==> src/rtl/exa_traffic_checker_vc_if.sv <==
// -----------------------------------------------------------------------------
// exanet -- ExaNet receive-side handshake bundle.
//
// The three flit classes (header, payload, footer) each have their own valid
// and ready and share one 128-bit data bus.
//
//   hdr_valid / pld_valid / ftr_valid  master -> slave  flit class valid
//   data[127:0]                        master -> slave  flit word
//   hdr_ready / pld_ready / ftr_ready  slave -> master  flit class ready
//
// A flit transfers on a rising clock edge where its valid and ready are
// both high.
// -----------------------------------------------------------------------------
interface exanet;
  logic         hdr_valid;
  logic         pld_valid;
  logic         ftr_valid;
  logic [127:0] data;
  logic         hdr_ready;
  logic         pld_ready;
  logic         ftr_ready;

  modport master (
    output hdr_valid, pld_valid, ftr_valid, data,
    input  hdr_ready, pld_ready, ftr_ready
  );

  modport slave (
    input  hdr_valid, pld_valid, ftr_valid, data,
    output hdr_ready, pld_ready, ftr_ready
  );
endinterface

==> src/rtl/exa_traffic_checker_vc.sv <==
// -----------------------------------------------------------------------------
// exa_traffic_checker_vc -- ExaNet receive-side traffic checker.
//
// Every received packet (header, 1..MAX_PAYLOAD payload flits, footer) is
// compared against the generated pattern {ch[7:0], seq[31:0], flit[7:0], 80'h0}.
// The checker counts completed packets per channel and counts data and
// protocol errors in one saturating counter with a sticky error flag.
//
// Ports
//   clk             clock, all state on the rising edge
//   resetn          asynchronous active-low reset
//   i_backpressure  ready threshold (0 = never stall, 31 = ready 1/32 cycles)
//   i_vc            channel of the arriving packet, used at header handshake
//   exa             exanet.slave receive interface
//   o_pkt_cnt       per-channel completed packet counts, channel c at [32c+:32]
//   o_err_cnt       saturating count of detected errors
//   o_err           sticky error flag
//   o_busy          a packet is open (header accepted, footer not yet)
//
// Configuration
//   EXA_TRAFFIC_CHECKER_BACKPRESSURE_EN  defined: readies are throttled by a
//   16-bit Fibonacci LFSR (taps 16,14,13,11). Undefined: readies are high
//   whenever resetn is high and i_backpressure is ignored.
// -----------------------------------------------------------------------------
module exa_traffic_checker_vc #(
  parameter  int          PRIO_NUM    = 2,
  parameter  int          VC_NUM      = 2,
  parameter  int          MAX_PAYLOAD = 16,
  parameter  logic [15:0] LFSR_SEED   = 16'hACE1,
  localparam int          CH          = VC_NUM * PRIO_NUM,
  localparam int          VCW         = (CH > 1) ? $clog2(CH) : 1
) (
  input  logic            clk,
  input  logic            resetn,
  input  logic [4:0]      i_backpressure,
  input  logic [VCW-1:0]  i_vc,
  exanet.slave            exa,
  output logic [CH*32-1:0] o_pkt_cnt,
  output logic [31:0]     o_err_cnt,
  output logic            o_err,
  output logic            o_busy
);

  typedef enum logic {
    ST_IDLE,
    ST_BODY
  } state_t;

  state_t        r_state;
  state_t        w_state_nxt;
  logic [VCW-1:0] r_ch;
  logic [VCW-1:0] w_ch_nxt;
  // Footer of a full packet sits at index MAX_PAYLOAD+1, which can be 256.
  logic [8:0]    r_idx;
  logic [8:0]    w_idx_nxt;
  logic [31:0]   r_seq [CH];
  logic [31:0]   r_pkt [CH];
  logic [31:0]   r_err_cnt;
  logic [31:0]   w_err_cnt_nxt;
  logic          r_err;

  logic          w_ready;
  logic          w_hs_hdr;
  logic          w_hs_pld;
  logic          w_hs_ftr;
  logic          w_multi;
  logic          w_vc_ok;
  logic [31:0]   w_hdr_seq;
  logic [127:0]  w_hdr_word;
  logic [127:0]  w_body_word;
  logic          w_cmp_hdr;
  logic          w_cmp_body;
  logic          w_proto_err;
  logic          w_mismatch;
  logic          w_err_evt;
  logic          w_pkt_done;

  // ---------------------------------------------------------------------------
  // Ready generation: depends only on registered state and the threshold, so
  // there is no combinational path from any valid to any ready.
  // ---------------------------------------------------------------------------
`ifdef EXA_TRAFFIC_CHECKER_BACKPRESSURE_EN
  logic [15:0] r_lfsr;

  always_ff @(posedge clk or negedge resetn) begin
    if (!resetn) begin
      r_lfsr <= LFSR_SEED;
    end else begin
      r_lfsr <= {r_lfsr[14:0], r_lfsr[15] ^ r_lfsr[13] ^ r_lfsr[12] ^ r_lfsr[10]};
    end
  end

  assign w_ready = resetn & (r_lfsr[4:0] >= i_backpressure);
`else
  logic w_unused_bp;
  assign w_unused_bp = ^i_backpressure;
  assign w_ready     = resetn;
`endif

  assign exa.hdr_ready = w_ready;
  assign exa.pld_ready = w_ready;
  assign exa.ftr_ready = w_ready;

  // Priority header > payload > footer when several valids coincide.
  assign w_hs_hdr = w_ready & exa.hdr_valid;
  assign w_hs_pld = w_ready & exa.pld_valid & ~exa.hdr_valid;
  assign w_hs_ftr = w_ready & exa.ftr_valid & ~exa.hdr_valid & ~exa.pld_valid;
  assign w_multi  = w_ready & ((exa.hdr_valid & exa.pld_valid) |
                               (exa.hdr_valid & exa.ftr_valid) |
                               (exa.pld_valid & exa.ftr_valid));

  assign w_vc_ok = (32'(i_vc) < CH);

  always_comb begin
    w_hdr_seq = '0;
    for (int c = 0; c < CH; c++) begin
      if (i_vc == VCW'(c)) w_hdr_seq = r_seq[c];
    end
  end

  assign w_hdr_word  = {8'(i_vc), w_hdr_seq, 8'h00, 80'h0};
  assign w_body_word = {8'(r_ch), r_seq[r_ch], r_idx[7:0], 80'h0};

  // ---------------------------------------------------------------------------
  // Next-state and event decode.
  // ---------------------------------------------------------------------------
  always_comb begin
    // NOTE: every output of this block gets a default first, so no path
    // through the case statement can leave one unassigned and infer a latch.
    w_state_nxt = r_state;
    w_ch_nxt    = r_ch;
    w_idx_nxt   = r_idx;
    w_cmp_hdr   = 1'b0;
    w_cmp_body  = 1'b0;
    w_proto_err = w_multi;
    w_pkt_done  = 1'b0;

    unique case (r_state)
      ST_IDLE: begin
        if (w_hs_hdr) begin
          if (w_vc_ok) begin
            w_ch_nxt    = i_vc;
            w_idx_nxt   = 9'd1;
            w_cmp_hdr   = 1'b1;
            w_state_nxt = ST_BODY;
          end else begin
            w_proto_err = 1'b1;
          end
        end else if (w_hs_pld || w_hs_ftr) begin
          w_proto_err = 1'b1;
        end
      end

      ST_BODY: begin
        if (w_hs_hdr) begin
          // Open packet is abandoned; the new header starts afresh.
          w_proto_err = 1'b1;
          if (w_vc_ok) begin
            w_ch_nxt  = i_vc;
            w_idx_nxt = 9'd1;
            w_cmp_hdr = 1'b1;
          end else begin
            w_state_nxt = ST_IDLE;
          end
        end else if (w_hs_pld) begin
          if (r_idx > 9'(MAX_PAYLOAD)) begin
            w_proto_err = 1'b1;
          end else begin
            w_cmp_body = 1'b1;
            w_idx_nxt  = r_idx + 9'd1;
          end
        end else if (w_hs_ftr) begin
          w_cmp_body  = 1'b1;
          w_state_nxt = ST_IDLE;
          if (r_idx == 9'd1) w_proto_err = 1'b1;
          else               w_pkt_done  = 1'b1;
        end
      end

      default: w_state_nxt = ST_IDLE;
    endcase
  end

  assign w_mismatch = (w_cmp_hdr  && (exa.data != w_hdr_word)) ||
                      (w_cmp_body && (exa.data != w_body_word));
  // A flit with both a data and a protocol error counts once.
  assign w_err_evt     = w_proto_err | w_mismatch;
  assign w_err_cnt_nxt = (w_err_evt && (r_err_cnt != 32'hFFFF_FFFF)) ?
                         r_err_cnt + 32'd1 : r_err_cnt;

  // ---------------------------------------------------------------------------
  // State registers.
  // ---------------------------------------------------------------------------
  always_ff @(posedge clk or negedge resetn) begin
    // NOTE: sequential state uses non-blocking assignments so every register
    // samples pre-edge values regardless of statement order.
    if (!resetn) begin
      r_state   <= ST_IDLE;
      r_ch      <= '0;
      r_idx     <= '0;
      r_err_cnt <= '0;
      r_err     <= 1'b0;
    end else begin
      r_state   <= w_state_nxt;
      r_ch      <= w_ch_nxt;
      r_idx     <= w_idx_nxt;
      r_err_cnt <= w_err_cnt_nxt;
      r_err     <= r_err | w_err_evt;
    end
  end

  always_ff @(posedge clk or negedge resetn) begin
    // NOTE: the per-channel arrays are small register files whose contents
    // are architectural (sequence restarts at 0), so they are reset too.
    if (!resetn) begin
      for (int c = 0; c < CH; c++) begin
        r_seq[c] <= '0;
        r_pkt[c] <= '0;
      end
    end else begin
      for (int c = 0; c < CH; c++) begin
        if (w_pkt_done && (r_ch == VCW'(c))) begin
          r_seq[c] <= r_seq[c] + 32'd1;
          r_pkt[c] <= r_pkt[c] + 32'd1;
        end
      end
    end
  end

  // ---------------------------------------------------------------------------
  // Outputs.
  // ---------------------------------------------------------------------------
  always_comb begin
    o_pkt_cnt = '0;
    for (int c = 0; c < CH; c++) begin
      o_pkt_cnt[32*c +: 32] = r_pkt[c];
    end
  end

  assign o_err_cnt = r_err_cnt;
  assign o_err     = r_err;
  assign o_busy    = (r_state == ST_BODY);

endmodule

==> src/flat_wrapper.sv <==
// flat-port wrapper written by rule: the top's interface ports become plain ports
module exa_traffic_checker_vc_flat 
#(
  parameter  int          PRIO_NUM    = 2,
  parameter  int          VC_NUM      = 2,
  parameter  int          MAX_PAYLOAD = 16,
  parameter  logic [15:0] LFSR_SEED   = 16'hACE1,
  localparam int          CH          = VC_NUM * PRIO_NUM,
  localparam int          VCW         = (CH > 1) ? $clog2(CH) : 1
)
  (clk, resetn, i_backpressure, i_vc, o_pkt_cnt, o_err_cnt, o_err, o_busy, exa_hdr_valid, exa_pld_valid, exa_ftr_valid, exa_data, exa_hdr_ready, exa_pld_ready, exa_ftr_ready);
  exanet exa_i ();
  input  logic clk;
  input  logic resetn;
  input  logic [4:0] i_backpressure;
  input  logic [VCW-1:0] i_vc;
  output logic [CH*32-1:0] o_pkt_cnt;
  output logic [31:0] o_err_cnt;
  output logic o_err;
  output logic o_busy;
  input wire logic [$bits(exa_i.hdr_valid)-1:0] exa_hdr_valid;
  input wire logic [$bits(exa_i.pld_valid)-1:0] exa_pld_valid;
  input wire logic [$bits(exa_i.ftr_valid)-1:0] exa_ftr_valid;
  input wire logic [$bits(exa_i.data)-1:0] exa_data;
  output wire logic [$bits(exa_i.hdr_ready)-1:0] exa_hdr_ready;
  output wire logic [$bits(exa_i.pld_ready)-1:0] exa_pld_ready;
  output wire logic [$bits(exa_i.ftr_ready)-1:0] exa_ftr_ready;
  assign exa_i.hdr_valid = exa_hdr_valid;
  assign exa_i.pld_valid = exa_pld_valid;
  assign exa_i.ftr_valid = exa_ftr_valid;
  assign exa_i.data = exa_data;
  assign exa_hdr_ready = exa_i.hdr_ready;
  assign exa_pld_ready = exa_i.pld_ready;
  assign exa_ftr_ready = exa_i.ftr_ready;
  exa_traffic_checker_vc #(.PRIO_NUM(PRIO_NUM), .VC_NUM(VC_NUM), .MAX_PAYLOAD(MAX_PAYLOAD), .LFSR_SEED(LFSR_SEED)) u_core (.clk(clk), .resetn(resetn), .i_backpressure(i_backpressure), .i_vc(i_vc), .exa(exa_i), .o_pkt_cnt(o_pkt_cnt), .o_err_cnt(o_err_cnt), .o_err(o_err), .o_busy(o_busy));
endmodule
==> config.mk <==
export PLATFORM = sky130hd
export DESIGN_NAME = exa_traffic_checker_vc_flat
export DESIGN_NICKNAME = d
export VERILOG_FILES = /design/src/rtl/exa_traffic_checker_vc_if.sv /design/src/rtl/exa_traffic_checker_vc.sv /design/src/flat_wrapper.sv
export SDC_FILE = /design/constraint.sdc
export NUM_CORES = 1
export LEC_CHECK = 0
export CAP_MARGIN = 20
export CORE_MARGIN = 3
export CORE_UTILIZATION = 23
export DETAILED_ROUTE_END_ITERATION = 12
export HOLD_SLACK_MARGIN = 0.08
export SKIP_LAST_GASP = 1
export SYNTH_ARGS = -nofsm -noshare
export SYNTH_HDL_FRONTEND = slang
export SYNTH_SLANG_ARGS = --single-unit
==> constraint.sdc <==
create_clock -name clk -period 2.53 [get_ports clk]
set_input_delay 0.759 -clock clk [delete_from_list [all_inputs] [get_ports clk]]
set_output_delay 0.759 -clock clk [all_outputs]
set_load 0.005 [all_outputs]
After elaboration in Yosys (flattened, before gate mapping)
Cells that the tools add are included.
{"block": "op_classes", "n_lt_le_gt_ge": 2, "reduce_logical": 12, "eq_ne": 13, "addsub": 10, "n_mux": 36, "bitwise": 18}
{"operator": "$add A32 B1 Y32 const B", "count": 9}
{"operator": "$ne A128 B122 Y1", "count": 2}
{"operator": "$mux W32", "count": 6}
{"operator": "$bmux W32 S2", "count": 1}
{"operator": "$mux W9", "count": 4}
{"operator": "$ne A32 B32 Y1 const B", "count": 1}
{"operator": "$mux W1", "count": 21}
{"operator": "$pmux W9 S2", "count": 1}
{"operator": "$and A1 B1 Y1", "count": 10}
{"operator": "$add A9 B1 Y9 const B", "count": 1}
{"operator": "$eq A9 B1 Y1 const B", "count": 1}
{"operator": "$gt A9 B5 Y1 const B", "count": 1}
{"operator": "$eq A2 B2 Y1 const B", "count": 4}
{"operator": "$logic_and A1 B1 Y1", "count": 7}
{"operator": "$ne A3 B3 Y1 const B", "count": 2}
{"operator": "$eq A2 B1 Y1 const B", "count": 2}
{"operator": "$logic_not A2 Y1", "count": 2}
{"operator": "$or A1 B1 Y1", "count": 4}
{"operator": "$pmux W1 S2", "count": 2}
{"operator": "$ge A3 B3 Y1 const B", "count": 1}
{"operator": "$not A1 Y1", "count": 3}
{"operator": "$not A2 Y3", "count": 1}
{"operator": "$reduce_and A3 Y1", "count": 1}
{"operator": "$logic_or A1 B1 Y1", "count": 2}
{"operator": "other kinds (2)", "count": 2}
{"block": "totals", "word_cells": 104, "in_bits": 140, "reg_bits": 301, "out_inout_bits": 165}

Logic depth before layout (Yosys ltp)
Gate-level depths: netlist (run 1).
{"block": "logic_depth", "word_depth": 11, "mapped_depth": 13, "ltp_nobuf": 11}

Worst setup path before layout (run 1)
OpenSTA, ideal clock, no wires.
{"block": "synth_timing", "path_kind": "input to register", "start": "in exa_data[51]", "end": "reg u_core.r_err_cnt[1] (netlist: u_core.o_err_cnt[1])", "slack_ps": -693, "setup_time_ps": 127, "t_required_ps": 2403, "stages": 9, "t_arrival_ps": 3096, "n_path_buf": 1, "cell_sequence": "nor4_1 -> nand4_1 -> or4_1 -> a2111o_1 -> nor4b_1 -> and3_1 -> o21ba_4 -> buf_6 -> mux2_1"}
{"block": "synth_via", "elab_chain_cells": 5, "word_cells_on_any_way": 7, "classes_between": "eq/ne (2); bitwise (1); reduce/logical (4)"}
{"item": "start: declaration", "line": "flat_wrapper.sv:24", "source": "input wire logic [$bits(exa_i.data)-1:0] exa_data;"}
{"item": "$ne A128 B122 Y1 (on tied branches)", "line": "exa_traffic_checker_vc.sv:184, exa_traffic_checker_vc.sv:185"}
{"item": "$logic_and A1 B1 Y1 (on tied branches)", "line": "exa_traffic_checker_vc.sv:184, exa_traffic_checker_vc.sv:185"}
{"item": "$logic_or A1 B1 Y1 (*)", "line": "exa_traffic_checker_vc.sv:184", "source": "assign w_mismatch = (w_cmp_hdr && (exa.data != w_hdr_word)) ||"}
{"item": "$or A1 B1 Y1 (*)", "line": "exa_traffic_checker_vc.sv:187", "source": "assign w_err_evt = w_proto_err | w_mismatch;"}
{"item": "$logic_and A1 B1 Y1 (*)", "line": "exa_traffic_checker_vc.sv:188", "source": "assign w_err_cnt_nxt = (w_err_evt && (r_err_cnt != 32'hFFFF_FFFF)) ?"}
{"item": "end signal: assignment", "line": "exa_traffic_checker_vc.sv:207", "source": "r_err_cnt <= w_err_cnt_nxt;"}
{"item": "end: declaration", "line": "exa_traffic_checker_vc.sv:58", "source": "logic [31:0] r_err_cnt;"}
Mark *: on every way between the ends. The rest lies on a longest branch, timed or not.
A chain may end at the register's enable or synchronous reset.

Final worst setup path (run 1)
{"block": "layout_timing", "start": "reg u_core.r_ch[0]", "end": "reg u_core.r_err_cnt[25] (netlist: u_core.o_err_cnt[25])"}
{"block": "layout_via", "elab_chain_cells": 9}
{"item": "start: declaration", "line": "exa_traffic_checker_vc.sv:51", "source": "logic [VCW-1:0] r_ch;"}
{"item": "start signal: assignment", "line": "exa_traffic_checker_vc.sv:205", "source": "r_ch <= w_ch_nxt;"}
{"item": "$not A2 Y3 (not written as such)", "line": "exa_traffic_checker_vc.sv:122", "source": "assign w_body_word = {8'(r_ch), r_seq[r_ch], r_idx[7:0], 80'h0};"}
{"item": "$bmux W32 S2", "line": "exa_traffic_checker_vc.sv:122"}
{"item": "$mux W32 (not written as such) (2 in a row)", "line": "exa_traffic_checker_vc.sv:122"}
{"item": "$ne A128 B122 Y1 (*)", "line": "exa_traffic_checker_vc.sv:185", "source": "(w_cmp_body && (exa.data != w_body_word));"}
{"item": "$logic_and A1 B1 Y1 (*)", "line": "exa_traffic_checker_vc.sv:185"}
{"item": "$logic_or A1 B1 Y1 (*)", "line": "exa_traffic_checker_vc.sv:184"}
{"item": "$or A1 B1 Y1 (*)", "line": "exa_traffic_checker_vc.sv:187"}
{"item": "$logic_and A1 B1 Y1 (*)", "line": "exa_traffic_checker_vc.sv:188"}
Mark *: on every way between the ends. The rest lies on a longest branch, timed or not. The select of a mux whose other input is x is not followed.

==> results.md, run 1 <==
- Status: finished with violations
- Violated checks: setup timing
- Post-DP HPWL: 40.2 mm
- Final Hold Fails: 0
- Overall Global Routing Usage: 0.144
- F_max: 304 MHz
- Clock Power Share: 0.433
- Sequential Power Share: 0.421
- Vias in the first global route: 14,495
- Sw frac: 0.265
- Max Root-Sink Buffers: 3
- CTS tree: yes
- Seq/Total Area, Yosys: 0.473
- Internal: 8.84 mW
- Clock slew at reported path FFs: 0.06 ns
- Worst path top cell family by delay: buffers and inverters
- IO Port Bufs: 299
- Max stage delay on crit path: 0.58 ns
- Clock Tree Root: clkbuf_16
- Synth Register Bits: 301
- Initial antenna violation count: 1
- DRC Markers: 0
- Net Count, Synth: 1,577
- Min-Delay Path Class: input pin to asynchronous set/reset pin
- Cell Area, Synth: 15,900 µm²
- First-pass GRT wire length: 83.1 mm
- N_diodes: 0
- Synth top area share: 0.473
- Largest net degree at the start of global routing: 142
- Ys Warns: 0
- Period minus WS final: 3.29 ns
- Most instantiated cells after synthesis: 301 x dfrtp_1, 232 x xnor2_1, 136 x nand2_1, 129 x xor2_1, 97 x nand3_1
- Crit. End Element: flop
- Drt first pass iters: 5
- Worst Setup Start Kind: flop
- Area leader, netlist: dfrtp_1
- Avg Inst Size Synth: 11.2 µm²
- Setup CP Type: flop to flop
- Fin worst setup slack: -0.762 ns
- Required @ worst endpoint: 2.95 ns
- CORE AREA: 67,900 µm²
- Cell Pwr Density: 470 nW/µm²
- Number of DRC markers in iteration 0: 796
- Final Net Count: 2,257
- Worst VDD drop: 0.300 mV
- Post-synth ARST share: 1.00
- Synth Flop Type: dfrtp_1
- P&R area growth vs syn: 60.7%
- Critical path arrival: 3.71 ns
- Most numerous cell in the Yosys netlist: dfrtp_1
- Share of cells above drive strength 1: 0.344
- Leak Pwr: 11.5 nW
- Crit path top cell by count: buf_4
- Skew-Pair Late Insertion Delay: 0.56 ns
- Width of the die: 269 µm
- Via-per-instance ratio: 4.47
- # IOs: 305
- Drt total wl: 53.4 mm
- Final ANT Viol Nets: 0
- Slew margin rel.: 0.394
- Slowest cell on the critical path: dfrtp_4
- Worst Path Buf+Inv: 5
- Average wire per standard cell: 17.5 µm
- Via count: 13,649
- Worst-path fanout max: 9
- Post-synthesis cell type count: 58
- Slew @ Worst Pin: 0.910 ns
- Die H: 269 µm
- Cts hold-fix bufs: 0
- Global route total overflow: 0
- Cts bufs inserted: 39
- Final Util: 0.377
- Comb pwr share: 0.146
- Post-synth EDFFs: 0
- Row cnt: 95
- Setup-failing EPs final: 173
- Initial core utilization: 0.235
- RSZ-0062 raised after global routing: true
- Largest cells by area after synthesis: dfrtp_1 47%, xnor2_1 13%, mux4_2 7.6%
- H-tree Lvls: 2
- Clock Skew: 0.0238 ns
- Die area: 72,400 µm²
- CP cell instances: buf_12 -> buf_4 -> mux4_2 -> xnor2_1 -> nand4_1 -> nor4_2 -> buf_4 -> nand4_1 -> o211a_1 -> o21ba_4 -> buf_4 -> buf_12 -> nor4_2 -> xor2_1
- Max-Cap Viols: 0
- Gate count after technology mapping: 1,425
- Final Wtd Congestion: 0.890
- P_sw: 3.18 mW
- Fin. max-slew vios: 0
- Final worst-path cycle share: 1.30
- Clock sinks: 301
- Total power: 12.0 mW
==> repair_timing <==
item | 4_1_cts | 5_1_grt
gates cloned | 3 | 1
buffers inserted | 29 | 39
endpoints found under the setup margin | 208 | 206
pin swaps | 59 | 81
gates resized for setup | 216 | 177
==> flip-flops by register name, indices dropped and copies added, names as in the netlist <==
name and cells:
u_core.r_idx 9, u_core.r_ch 2, u_core.r_seq 128, u_core.o_err 1
u_core.o_pkt_cnt 128, u_core.o_err_cnt 32, u_core.o_busy 1
==> worst paths after layout <==
kind,slack [ns],to,cells after the start,startpoint
hold reg to reg,0.46,u_core.o_pkt_cnt[31],1,u_core.o_pkt_cnt[31]
max in group asynchronous,1.17,u_core.r_ch[0],3,resetn
hold / removal,0.19,u_core.o_err_cnt[0],2,resetn
setup reg to reg,-0.76,u_core.o_err_cnt[25],14,u_core.r_ch[0]
min in group clk,0.46,u_core.o_pkt_cnt[31],1,u_core.o_pkt_cnt[31]
setup / recovery,-0.76,u_core.o_err_cnt[25],14,u_core.r_ch[0]
==> per-layer routing <==
metal	track usage	vias to the layer above	routed length (µm)
li1	-	6383	-
met1	0.176	6778	21700
met2	0.250	379	26800
met3	0.0263	107	2690
met4	0.0600	2	2200
met5	0	-	11
==> power by group through the flow <==
stage	registers, mW	logic [mW]	clock network (mW)
floorplan	5.16	0.572	0
global placement	5.13	1.57	0
detailed placement	5.14	1.61	0
CTS	5.05	1.70	5.40
global route	5.07	1.88	5.56
finish	5.06	1.75	5.21
==> cell usage in the layout, fill, tap and decap left out, drive strengths merged, types with 3 or more instances in the layout <==
cell type | netlist | final
nand4 | 71 | 71
clkinvlp | 0 | 4
nor2 | 90 | 90
nor3 | 24 | 24
inv | 26 | 29
nor4 | 36 | 36
a2111oi | 7 | 7
dlygate4sd2 | 0 | 29
or2 | 3 | 3
or3 | 8 | 8
mux2 | 8 | 8
ha | 12 | 12
nand3 | 98 | 98
clkdlybuf4s15 | 0 | 22
mux4 | 54 | 54
and2 | 18 | 18
clkbuf | 7 | 54
and3 | 58 | 58
nand2b | 8 | 8
and4 | 19 | 19
a21oi | 3 | 3
nand2 | 136 | 136
buf | 29 | 390
o21ai | 3 | 3
clkdlybuf4s50 | 0 | 230
clkinv | 0 | 9
nor2b | 3 | 3
xnor2 | 232 | 232
xor2 | 129 | 129
mux2i | 19 | 19
dfrtp | 301 | 301
==> layout make-up <==
| cell class | instances | area (µm²) |
|---|---|---|
| well taps | 921 | 1150 |
| multi-input cells | 1062 | 9430 |
| clock buffers | 52 | 1050 |
| clock inverters | 16 | 110 |
| flip-flops and latches | 301 | 7540 |
| repair buffers | 675 | 6210 |
| inverters | 26 | 101 |
| fillers | 6529 | 42300 |
==> through the flow <==
stage          hold slack [ns]  TNS, ns  setup slack, ns  area (µm²)  cells
3_3_place_gp             0.457  -203.21            -1.54       22800   2931
3_5_place_dp             0.460  -210.27            -1.58       22800   2931
4_1_cts                  0.299   -54.95           -0.728       24600   3029
2_1_floorplan            0.458   -19.53           -0.513       16400   1425
5_1_grt                  0.173   -73.05           -0.843       25600   3053
6_report                 0.187   -52.94           -0.762       25600   3053
==> kinds of logic (layout without fill, tap and decap cells) <==
family                     count (synthesis)  after routing  share of synthesized area
muxes                                     81             81                     0.0940
adders and majority gates                 12             12                    0.00943
DFF                                      301            301                      0.473
buffers and inverters                     62            769                     0.0204
and+or+nand+nor                          580            580                      0.190
AOI/OAI and AO/OA                         28             28                     0.0152
xor gates and xnor gates                 361            361                      0.199
(Power assumes the default switching activity.)
==> inputs of run 2 (changes only) <==
--- a/config.mk
+++ b/config.mk
@@ -6,10 +6,14 @@
 export NUM_CORES = 1
 export LEC_CHECK = 0
 export CAP_MARGIN = 20
+export CELL_PAD_IN_SITES_DETAIL_PLACEMENT = 1
+export CELL_PAD_IN_SITES_GLOBAL_PLACEMENT = 1
 export CORE_MARGIN = 3
 export CORE_UTILIZATION = 23
 export DETAILED_ROUTE_END_ITERATION = 12
+export GPL_TIMING_DRIVEN = 0
 export HOLD_SLACK_MARGIN = 0.08
+export PLACE_DENSITY_LB_ADDON = 0.1
 export SKIP_LAST_GASP = 1
 export SYNTH_ARGS = -nofsm -noshare
 export SYNTH_HDL_FRONTEND = slang
==> run 2 against run 1 <==
Effect of this change:
- the flow still finishes with violations (setup timing)
- sequential share of layout area is 0.71 points higher
- non-clock buffer count decreased by 193
- critical path depth is the same
- core utilization decreased by 0.89 points
- global-route usage increased by 2.1 points
- worst hold slack got worse by 0.050 ns
- maximum frequency grew 0.62%
- sequential power up 1%
- cell count is 6.2% lower
- sequential cell count did not move
==> results.md, run 2 (synthesis gave the netlist of run 1 again) <==
- Overall Global Routing Usage: 0.165
- H-tree Lvls: 2
- Final ANT Viol Nets: 0
- Slew @ Worst Pin: 0.602 ns
- Row cnt: 95
- CORE AREA: 67,900 µm²
- Slowest cell on the critical path: mux4_2
- IO Port Bufs: 298
- Min-Delay Path Class: input pin to asynchronous set/reset pin
- Global route total overflow: 0
- DP Cell Count: 2,647
- Fin. max-slew vios: 0
- Hold slack final: 0.137 ns
- Leak Pwr: 10.9 nW
- Setup WS pre-CTS: -2.63 ns
- Initial core utilization: 0.235
- Cell Pwr Density: 495 nW/µm²
- Crit path top cell by count: buf_12
- Most frequent cells in the layout: 297 x dfrtp_1, 230 x clkdlybuf4s50_1, 195 x xnor2_1
- CTS tree: yes
- Number of DRC markers in iteration 0: 575
- Average wire per standard cell: 21.1 µm
- First-pass GRT wire length: 91.8 mm
- Post-DP HPWL: 42.6 mm
- Max-Cap Viols: 0
- Share of cells above drive strength 1: 0.293
- Clock slew at reported path FFs: 0.06 ns
- Required @ worst endpoint: 2.96 ns
- Width of the die: 269 µm
- Die H: 269 µm
- Final worst-path cycle share: 1.29
- Skew-Pair Late Insertion Delay: 0.56 ns
- Fin worst setup slack: -0.741 ns
- Clock sinks: 301
- Violated checks: setup timing
- Final Non-Filler Cells: 2,865
- Setup CP Type: flop to flop
- Worst VDD drop: 0.356 mV
- Max stage delay on crit path: 0.55 ns
- Worst path top cell family by delay: simple AND/OR/NAND/NOR gates
- Final Net Count: 2,066
- Status: finished with violations
- Commonest non-fill, non-tap cell in the layout: dfrtp_1
- Worst Setup Start Kind: flop
- Largest net degree at the start of global routing: 101
- CP cell instances: buf_12 -> buf_12 -> buf_12 -> mux4_2 -> xnor2_4 -> nand4_1 -> nor4_2 -> nand4_1 -> o211a_1 -> o21ba_4 -> buf_4 -> clkbuf_16 -> nor2_2 -> xor2_1
- Total power: 12.4 mW
- Drt total wl: 60.5 mm
- Final Wtd Congestion: 0.790
- # IOs: 305
- DRC Markers: 0
- Fill count: 7,277
- Max Root-Sink Buffers: 3
- Period minus WS final: 3.27 ns
- Crit. End Element: flop
- Final Hold Fails: 0
- Setup-failing EPs final: 164
- Clock Skew: 0.0147 ns
- Via count: 12,983
- Post-route setup TNS: -44.65 ns
- Critical path arrival: 3.70 ns
- Via-per-instance ratio: 4.53
- Worst Path Buf+Inv: 5
- Drt first pass iters: 4
- Cts bufs inserted: 41
- Die area: 72,400 µm²
- Worst-path fanout max: 6
- F_max: 306 MHz
- Cts hold-fix bufs: 0
- RSZ-0062 raised after global routing: true
- Vias in the first global route: 14,044
- Initial antenna violation count: 6
- Slew margin rel.: 0.599
- Clock Tree Root: clkbuf_16
- P&R area growth vs syn: 56.9%
## run 2: cell types whose count changed in the layout (fill, tap and decap cells not counted), sizes merged, moves of 3 or more
cell / delta
diode: +3
bufbuf: +8
clkinv: -3
buf: -217
clkdlybuf4s15: -15
clkinvlp: -3
dlygate4sd2: +30
clkbuf: +12
## run 2: worst register-to-register path: cells and delay by family, from the launching register on
| family | cells | cell delay (ns) |
|---|---|---|
| flip-flops | 1 | 0.37 |
| AND/OR/NAND/NOR | 4 | 0.73 |
| AO/OA/AOI/OAI | 2 | 0.46 |
| XOR/XNOR | 2 | 0.34 |
| multiplexers | 1 | 0.55 |
| buffers and inverters | 5 | 0.71 |
## run 2: through the flow
| step | instance area, µm² | util |
|---|---|---|
| after floorplan | 16400 | - |
| after global placement | 20500 | 0.302 |
| after detailed placement | 20600 | 0.304 |
| after CTS | 24100 | 0.355 |
| after global routing | 25000 | 0.368 |
| final | 25000 | 0.368 |
## run 2: path summary, 6_finish.rpt
path | end | from | cells after the start | slack [ns]
worst max-delay path | u_core.o_err_cnt[4] | u_core.r_ch[1] | 14 | -0.74
worst min-delay path | u_core.r_seq[91] | resetn | 1 | 0.14
worst max register to register | u_core.o_err_cnt[4] | u_core.r_ch[1] | 14 | -0.74
worst min register to register | u_core.o_pkt_cnt[127] | u_core.o_pkt_cnt[127] | 1 | 0.47
max in group asynchronous | u_core.r_idx[0] | resetn | 4 | 1.54
min in group clk | u_core.o_pkt_cnt[127] | u_core.o_pkt_cnt[127] | 1 | 0.47
## run 2: final cells by class
cell class	count	area, µm²	area share
Multi-Input combinational cell	1062	9780	0.391
Clock inverter	9	77.6	0.00310
Inverter	26	106	0.00426
Buffer	30	375	0.0150
Sequential cell	301	7540	0.302
Timing Repair Buffer	452	4760	0.191
Antenna cell	3	7.51	0.000300
Clock buffer	61	1190	0.0477
Tap cell	921	1150	0.0461
## run 2: repair_timing
item / CTS / global route
pin swaps: 116 / 89
buffers inserted: 115 / 52
endpoints found under the setup margin: 295 / 216
resized for setup: 342 / 151
cloned: 9 / 2
## run 2: routing by layer
metal | global-route usage | part of all wire | up-vias
met3 | 0.0324 | 0.041 | 77
li1 | - | - | 6006
met1 | 0.211 | 0.43 | 6674
met4 | 0.0419 | 0.021 | 6
met2 | 0.285 | 0.50 | 220
met5 | 0 | 0.00055 | -
## run 2: power breakdown
| part | switching (mW) | leakage (nW) | total, mW | internal [mW] |
|---|---|---|---|---|
| clock network | 2.30 | 0.630 | 5.64 | 3.34 |
| logic | 0.755 | 6.19 | 1.63 | 0.876 |
| registers | 0.170 | 4.13 | 5.11 | 4.94 |
==> inputs of run 3 (changes only) <==
--- a/config.mk
+++ b/config.mk
@@ -9,7 +9,7 @@
 export CELL_PAD_IN_SITES_DETAIL_PLACEMENT = 1
 export CELL_PAD_IN_SITES_GLOBAL_PLACEMENT = 1
 export CORE_MARGIN = 3
-export CORE_UTILIZATION = 23
+export CORE_UTILIZATION = 37
 export DETAILED_ROUTE_END_ITERATION = 12
 export GPL_TIMING_DRIVEN = 0
 export HOLD_SLACK_MARGIN = 0.08
==> run 3 against run 2 <==
Effect of this change:
- the run still ends with setup timing left
- sequential cell count unchanged
- power down 4.4%
- wire length down 4.3%
- sequential share of layout area up 1.3 points
- clock skew up 0.014 ns
- die area down 37%
- cell count down 14%
- cell area down 4.2%
- via count up 2.5%
- worst hold slack better by 0.069 ns
- largest power group is now registers
==> results.md, run 3 (synthesis gave the netlist of run 1 again) <==
- Clock Tree Root: clkbuf_16
- Via count: 13,313
- Row cnt: 75
- Worst-path fanout max: 5
- F_max: 310 MHz
- Slew @ Worst Pin: 0.482 ns
- Via-per-instance ratio: 5.39
- Min-Delay Path Class: input pin to asynchronous set/reset pin
- DRC Markers: 0
- Violated checks: setup timing
- Total power: 11.8 mW
- Global route total overflow: 0
- Fin. max-slew vios: 0
- Final Hold Fails: 0
- Final Wtd Congestion: 0.882
- Setup CP Type: input pin to flop
- Average wire per standard cell: 23.4 µm
- Critical path arrival: 3.66 ns
- Final Net Count: 2,055
- WP depth: 12
- Crit. End Element: flop
- Share of cells above drive strength 1: 0.282
- CORE AREA: 42,200 µm²
- Worst VDD drop: 0.418 mV
- Max-Cap Viols: 0
- Leak Pwr: 10.6 nW
- CTS tree: yes
- Die area: 45,600 µm²
- First-pass GRT wire length: 82.4 mm
- Setup WS pre-CTS: -2.53 ns
- RSZ-0062 raised after global routing: true
- Clock slew at reported path FFs: 0.06 ns
- Slowest cell on the critical path: or4_4
- P&R area growth vs syn: 50.4%
- Post-DP HPWL: 39.9 mm
- IO Port Bufs: 298
- Initial core utilization: 0.377
- Max stage delay on crit path: 0.60 ns
- Drt total wl: 57.9 mm
- Setup-failing EPs final: 161
- Final ANT Viol Nets: 0
- # IOs: 305
- Worst path top cell family by delay: simple AND/OR/NAND/NOR gates
- Post-route setup TNS: -49.14 ns
- Width of the die: 213 µm
- Cts bufs inserted: 38
- Max Root-Sink Buffers: 3
- Number of DRC markers in iteration 0: 645
- Skew-Pair Late Insertion Delay: 0.56 ns
- Final Cell Area: 24,000 µm²
- Drt first pass iters: 5
- Largest net degree at the start of global routing: 106
- Worst Path Buf+Inv: 3
- Vias in the first global route: 13,660
- Overall Global Routing Usage: 0.239
- Period minus WS final: 3.22 ns
- Slew margin rel.: 0.678
- Clock sinks: 301
- Most frequent cells in the layout: 298 x dfrtp_1, 231 x clkdlybuf4s50_1, 206 x xnor2_1
- Hold slack final: 0.206 ns
- Required @ worst endpoint: 2.97 ns
- Worst Setup Start Kind: input pin
- Commonest non-fill, non-tap cell in the layout: dfrtp_1
- Fin worst setup slack: -0.695 ns
- CP cell instances: dlygate4sd2_1 -> nor4_1 -> nand4_1 -> or4_4 -> a2111o_1 -> nor4b_2 -> and3_4 -> o21ba_4 -> buf_12 -> clkbuf_16 -> nor2_4 -> xor2_1
- Reg2reg path depth: 14
- Post-DP Area: 20,100 µm²
- Final worst-path cycle share: 1.27
- Initial antenna violation count: 3
- Die H: 213 µm
- Cell Pwr Density: 494 nW/µm²
- Status: finished with violations
- Clock Skew: 0.0287 ns
- H-tree Lvls: 2
==> run 3: cell types whose count changed in the layout (fill, tap and decap cells not counted), moves of 4 or more <==
cell | previous run | this run
xnor2_1 | 195 | 206
nor2_1 | 29 | 36
nand2_1 | 106 | 110
dlygate4sd2_1 | 59 | 27
buf_4 | 66 | 82
clkdlybuf4s15_1 | 7 | 18
xnor2_2 | 35 | 25
buf_2 | 2 | 14
bufbuf_16 | 8 | 3
buf_6 | 73 | 58
clkbuf_1 | 13 | 17
nor2_4 | 49 | 44
==> run 3: routing by layer <==
| metal | wire, µm | up-vias | GRT usage |
|---|---|---|---|
| met4 | 1650 | 2 | 0.0763 |
| met5 | 9 | - | 0 |
| li1 | - | 5985 | - |
| met1 | 23400 | 6868 | 0.298 |
| met2 | 29100 | 375 | 0.411 |
| met3 | 3770 | 83 | 0.0601 |
==> run 3: power breakdown <==
part | internal (mW) | switching, mW | total (mW)
Sequential | 4.94 | 0.183 | 5.12
Clock | 2.99 | 2.13 | 5.12
Combinational | 0.840 | 0.760 | 1.60
Total | 8.76 | 3.07 | 11.8
==> run 3: stage by stage <==
| stage | utilization | instances |
|---|---|---|
| 6_report | 0.567 | 2470 |
| 5_1_grt | 0.567 | 2470 |
| 4_1_cts | 0.523 | 2373 |
| 3_5_place_dp | 0.476 | 2264 |
| 3_3_place_gp | 0.474 | 2262 |
| 2_1_floorplan | - | 1425 |
==> run 3: cell type report <==
cell class / instances / area, µm²
sequential: 301 / 7540
clock buffer: 60 / 1100
inverter: 26 / 106
timing repair buffer: 439 / 4490
multi-input combinational: 1062 / 9590
fill: 4361 / 18300
antenna: 1 / 2.50
clock inverter: 7 / 46.3
tap: 539 / 674
buffer: 35 / 407
==> run 3: worst register-to-register path, delay by kind of cell (launching register included) <==
| kind | cells | cell delay (ns) |
|---|---|---|
| and+or+nand+nor | 3 | 0.34 |
| muxes | 1 | 0.24 |
| buffers and inverters | 5 | 0.85 |
| xor gates and xnor gates | 2 | 0.36 |
| DFF | 1 | 0.45 |
| AOI/OAI and AO/OA | 3 | 0.84 |
==> run 3: worst paths after layout <==
kind / endpoint / start / slack, ns
max in group asynchronous: u_core.o_pkt_cnt[32] / resetn / 1.34
setup reg to reg: u_core.o_err_cnt[3] / u_core.r_ch[0] / -0.67
setup / recovery: u_core.o_err_cnt[3] / exa_data[122] / -0.69
hold / removal: u_core.r_idx[6] / resetn / 0.21
min in group clk: u_core.o_pkt_cnt[127] / u_core.o_pkt_cnt[127] / 0.46
hold reg to reg: u_core.o_pkt_cnt[127] / u_core.o_pkt_cnt[127] / 0.46
==> run 3: timing repair <==
action	in CTS	in global routing
gates cloned	6	4
hold buffers	2	0
resized for setup	238	248
pin swaps	54	109
hold endpoints to repair	25	0
setup endpoints to repair	297	218
setup buffers	34	95
